===== config.mk =====
export PLATFORM = sky130hd
export DESIGN_NAME = ws2811_led_chain
export DESIGN_NICKNAME = d
export VERILOG_FILES = /design/src/rtl/ws2811_led_chain.sv
export SDC_FILE = /design/constraint.sdc
export NUM_CORES = 1
export LEC_CHECK = 0
export ABC_AREA = 1
export CAP_MARGIN = 20
export CORE_UTILIZATION = 35
export DETAILED_ROUTE_END_ITERATION = 10
export GPL_TIMING_DRIVEN = 0
export PLACE_DENSITY_LB_ADDON = 0.08
export SKIP_CTS_REPAIR_TIMING = 1
export SLEW_MARGIN = 20
export SYNTH_ARGS = -nofsm -noshare
export SYNTH_HDL_FRONTEND = slang
export SYNTH_SLANG_ARGS = --single-unit

===== constraint.sdc =====
create_clock -name i_clk -period 5.45 [get_ports i_clk]
set_clock_uncertainty 0.15 [all_clocks]
set_input_delay 1.635 -clock i_clk [delete_from_list [all_inputs] [get_ports i_clk]]
set_output_delay 1.635 -clock i_clk [all_outputs]
set_load 0.1 [all_outputs]

===== src/rtl/ws2811_led_chain.sv =====
// WS2811/WS2812 chain driver: streams NUM_LEDS GRB words MSB-first and then a latch gap, forever.
// A free-running divider runs alongside it and produces the slow o_div_clk.
module ws2811_led_chain #(
    parameter  int NUM_LEDS     = 41,
    parameter  int SYSTEM_CLOCK = 50_000_000,
    parameter  int DIV_N        = 6_000_000,
    localparam int ADDR_W       = (NUM_LEDS > 1) ? $clog2(NUM_LEDS) : 1
) (
    input  logic              i_clk,
    input  logic              i_reset,
    output logic [ADDR_W-1:0] o_address,
    input  logic [7:0]        i_red,
    input  logic [7:0]        i_green,
    input  logic [7:0]        i_blue,
    output logic              o_data,
    output logic              o_div_clk
);
    localparam int T_BIT   = SYSTEM_CLOCK / 800_000;
    localparam int T0H     = SYSTEM_CLOCK / 2_500_000;
    localparam int T1H     = SYSTEM_CLOCK / 1_250_000;
    localparam int T_LATCH = SYSTEM_CLOCK / 1_000_000 * 60;
    localparam int CNT_MAX = (T_LATCH > T_BIT) ? T_LATCH : T_BIT;
    localparam int CNT_W   = $clog2(CNT_MAX + 1);
    localparam int DIV_W   = (DIV_N > 1) ? $clog2(DIV_N) : 1;

    typedef enum logic {LATCH, SEND} state_t;

    state_t              state_q, state_d;
    logic [CNT_W-1:0]    cnt_q, cnt_d;
    logic [4:0]          bit_q, bit_d;
    logic [ADDR_W-1:0]   addr_q, addr_d;
    logic [23:0]         shift_q, shift_d;
    logic                capture;
    logic [CNT_W-1:0]    hi_len;
    logic [DIV_W-1:0]    div_cnt_q;
    logic                div_clk_q;

    always_ff @(posedge i_clk or posedge i_reset) begin
        if (i_reset) begin
            state_q <= LATCH;
            cnt_q   <= '0;
            bit_q   <= '0;
            addr_q  <= '0;
            shift_q <= '0;
        end else begin
            state_q <= state_d;
            cnt_q   <= cnt_d;
            bit_q   <= bit_d;
            addr_q  <= addr_d;
            shift_q <= shift_d;
        end
    end

    // The address wraps to 0 when the last LED is captured. An address of 0 at the end
    // of a word therefore marks the final LED of the frame.
    always_comb begin
        state_d = state_q;
        cnt_d   = cnt_q + 1'b1;
        bit_d   = bit_q;
        addr_d  = addr_q;
        shift_d = shift_q;
        capture = 1'b0;
        case (state_q)
            LATCH: begin
                if (cnt_q == CNT_W'(T_LATCH - 1)) begin
                    cnt_d   = '0;
                    state_d = SEND;
                    capture = 1'b1;
                end
            end
            SEND: begin
                if (cnt_q == CNT_W'(T_BIT - 1)) begin
                    cnt_d   = '0;
                    shift_d = {shift_q[22:0], 1'b0};
                    if (bit_q == 5'd23) begin
                        bit_d = '0;
                        if (addr_q == '0) state_d = LATCH;
                        else              capture = 1'b1;
                    end else begin
                        bit_d = bit_q + 1'b1;
                    end
                end
            end
            default: state_d = LATCH;
        endcase
        if (capture) begin
            shift_d = {i_green, i_red, i_blue};
            addr_d  = (addr_q == ADDR_W'(NUM_LEDS - 1)) ? '0 : addr_q + 1'b1;
        end
    end

    // o_data is decoded from registers, so asserting reset pulls the line low at once.
    assign hi_len    = shift_q[23] ? CNT_W'(T1H) : CNT_W'(T0H);
    assign o_data    = (state_q == SEND) && (cnt_q < hi_len);
    assign o_address = addr_q;

    always_ff @(posedge i_clk or posedge i_reset) begin
        if (i_reset) begin
            div_cnt_q <= '0;
            div_clk_q <= 1'b0;
        end else if (div_cnt_q == DIV_W'(DIV_N - 1)) begin
            div_cnt_q <= '0;
            div_clk_q <= ~div_clk_q;
        end else begin
            div_cnt_q <= div_cnt_q + 1'b1;
        end
    end

    assign o_div_clk = div_clk_q;
endmodule


==> qor.yml <==
run_status:
  status: "completed"
logic_synthesis:
  synth_edf_count: 0
  synth_top_area_share_pct: 42.2
  ys_warn_count: 0
  netlist_area_um2: 4270
  async_flop_share_pct: 100
  synth.top_cells.by_count: "nand2_1 (180), inv_1 (97), nand3_1 (76), nor2_1 (76), dfrtp_1 (72)"
  avgSynthCellArea_um2: 7.16
  synth_area_leader_cell: "dfrtp_1"
  synth.distinct_cells: 31
  ys_ff_latch: 72
  syn_nets: 632
  synth.area.top_cells: "dfrtp_1 (42%), nand2_1 (16%), nand3_1 (8.9%)"
  netlist_instances: 597
  post-synth-top-count-cell: "nand2_1"
  seq_area_frac_synth_pct: 42.2
  synth_ff_type: "dfrtp_1"
route:
  routed_wl_mm: 9.26
  via_count: 3673
  post_drt_wl_per_cell_um: 11.7
  drc: 0
  via_per_inst: 4.66
  dr.pass1.iters: 4
  ant_nets: 0
  drt_iter0_markers: 191
clocking:
  clk_pin_slew_ps: 60
  cts_buffer_depth: 2
  cts_tree: "yes"
  worstSkewPairLatency_ps: 340
  cts-buffers-inserted: 9
  clock-sinks: 72
  h-tree-depth: 3
  root_buffer: "clkbuf_16"
timing:
  rsz0062_at_grt: "false"
  fin_crit_ps: 4440
  period_share_pct: 81.6
  max-slew-margin-rel_pct: 35.4
  setup_viol: 0
  drv_slew: 0
  tns_ps: 0
  max_freq_mhz: 225
  finalHoldViolations: 0
  worstMarginPinSlew_ps: 966
grt:
  grt_pass1_vias: 3452
  grt_max_degree: 49
  grt-ovfl-total: 0
  grt_pass1_wl_mm: 16.5
  grt_usage_pct: 16.5
  antenna_found_initial: 0
placed_design:
  io_buffer_count: 33
  place_congestion: 0.815
  dp_hpwl_mm: 6.82
worst_hold_path:
  hold_path.class: "reg -> reg"
power_and_ir_drop:
  power_density_nw_per_um2: 233
  switching_share_pct: 20.4
  leakagePower_uw: 0.00253
  p_comb_share_pct: 2.9
  ir_drop_uv: 142
  clockPowerShare_pct: 52.3
  intPower_uw: 950
  power_frac_seq_pct: 44.8
  power_switching_uw: 243
setup_path:
  max_stage_delay_ps: 1130
  crit_path_start_kind: "flop"
  cp_slowest_cell: "clkdlybuf4s50_1"
  arrival_ps: 2660
  critPathBufInv: 1
  required_ps: 3670
  crit_family: "buffers and inverters"
  cp_max_fo: 6
  crit_chain: "ha_1 > o21ai_0 > nand2_1 > a21oi_1 > o21a_1 > clkdlybuf4s50_1"
  criticalPathCategory: "reg -> out"
  crit_path_end_kind: "primary output"
job:
  drv_cap: 0
floorplan:
  die_area_um2: 12700
  initial_utilization_pct: 36.6
  pin_count: 34
  placementRows: 39
  fp.dieW_um: 112
  dieHeight_um: 112
  core_area_um2: 11700
cells_and_area:
  drive_gt1_share_pct: 7.28
  final_nets: 677
  area_growth_pct: 19.9
  post-route-util_pct: 43.9
  n_antenna_cell: 0
-- cells by family (layout without fill, tap and decap cells) --
| logic type | count (synthesis) | in the layout | share of synthesized area, % |
|---|---|---|---|
| AND/OR/NAND/NOR | 371 | 371 | 38.1 |
| XOR/XNOR | 23 | 23 | 4.72 |
| adder cells (fa/ha/maj) | 9 | 9 | 2.64 |
| flip-flops | 72 | 72 | 42.2 |
| AO/OA/AOI/OAI | 12 | 12 | 1.49 |
| buffers and inverters | 110 | 159 | 10.9 |
-- metal layers --
layer	vias to the layer above	wire length [um]	part of all wire [%]	track usage [%]
li1	1922	-	-	-
met1	1674	4750	51	23.0
met2	66	3930	42	25.0
met3	11	378	4.1	2.43
met4	0	193	2.1	8.09
met5	-	0	0	0
-- cell usage in the layout, fill, tap and decap left out --
cell             netlist  final
nand2_1              180    180
inv_1                 97     96
nor2_1                76     76
nand3_1               76     76
dfrtp_1               72     72
clkdlybuf4s50_1        0     33
xor2_1                17     17
nor3_1                11     11
ha_1                   9      9
clkbuf_16              0      9
xnor2_1                6      6
nand4_1                6      6
buf_2                  5      5
buf_6                  5      5
a21oi_1                5      5
nor2_2                 4      4
o21ai_0                4      4
nand2_4                3      3
nand2_2                2      2
buf_4                  2      2
nor3b_1                2      2
nand3_2                2      2
nor4_1                 2      2
or2_2                  2      2
clkinv_2               0      2
clkinvlp_4             0      2
bufinv_16              0      2
nor3_2                 1      1
nor2_4                 1      1
nand3_4                1      1
o21ai_1                1      1
inv_2                  1      1
a31oi_1                1      1
o21a_1                 1      1
inv_4                  0      1
nand3b_1               1      1
nor3_4                 1      1
buf_16                 0      1
-- stage by stage --
| step | hold WS [ps] | total power, uW | cell area (um2) | instances | setup WS, ps |
|---|---|---|---|---|---|
| final | 327 | 1190 | 5120 | 789 | 1010 |
| after global routing | 340 | 1240 | 5120 | 789 | 900 |
| after CTS | 331 | 1210 | 5120 | 789 | 978 |
| after detailed placement | 315 | 580 | 4810 | 774 | 1360 |
| after global placement | 313 | 578 | 4780 | 773 | 388 |
| after floorplan | 299 | 555 | 4270 | 597 | 1840 |
-- state kept, by name, indices dropped and copies added (netlist names) --
signal and flops:
state_q 1, bit_q 5, shift_q 24, cnt_q 12
o_address 6, o_div_clk 1, div_cnt_q 23
-- worst register-to-register path: cells and delay by family, from the launching register on --
family                   cells  cell delay [ps]
adder cells (fa/ha/maj)      1              320
buffers and inverters        1              290
AND/OR/NAND/NOR              6              730
flip-flops                   1              410
-- power by group through the flow --
stage | Combinational, uW | Sequential (uW) | Clock, uW
after floorplan | 10.8 | 544 | 0
after global placement | 33.2 | 544 | 0
after detailed placement | 35.8 | 544 | 0
after CTS | 36.0 | 535 | 644
after global routing | 39.1 | 534 | 663
final | 34.4 | 535 | 624
-- worst paths after layout --
check	start	endpoint	slack (ps)	cells after the start
max in group asynchronous	i_reset	shift_q[0]$_DFFE_PP0P_	3120	3
worst min register to register	shift_q[17]$_DFFE_PP0P_	shift_q[17]$_DFFE_PP0P_	330	2
min in group asynchronous	i_reset	div_cnt_q[17]$_DFF_PP0_	1480	2
worst min-delay path	shift_q[17]$_DFFE_PP0P_	shift_q[17]$_DFFE_PP0P_	330	2
worst max-delay path	cnt_q[3]$_DFF_PP0_	o_data	1010	6
worst max register to register	div_cnt_q[0]$_DFF_PP0_	div_cnt_q[15]$_DFF_PP0_	3420	8
-- area by class of cell --
cell class                      count  area [um2]
Buffer                             12        96.3
Clock buffer                        9         225
Clock inverter                      6        85.1
Fill cell                        1213        6540
Inverter                           98         370
Multi-Input combinational cell    415        2010
Sequential cell                    72        1800
Tap cell                          143         179
Timing Repair Buffer               34         358
Note: power is estimated with default switching activity, not from simulation.
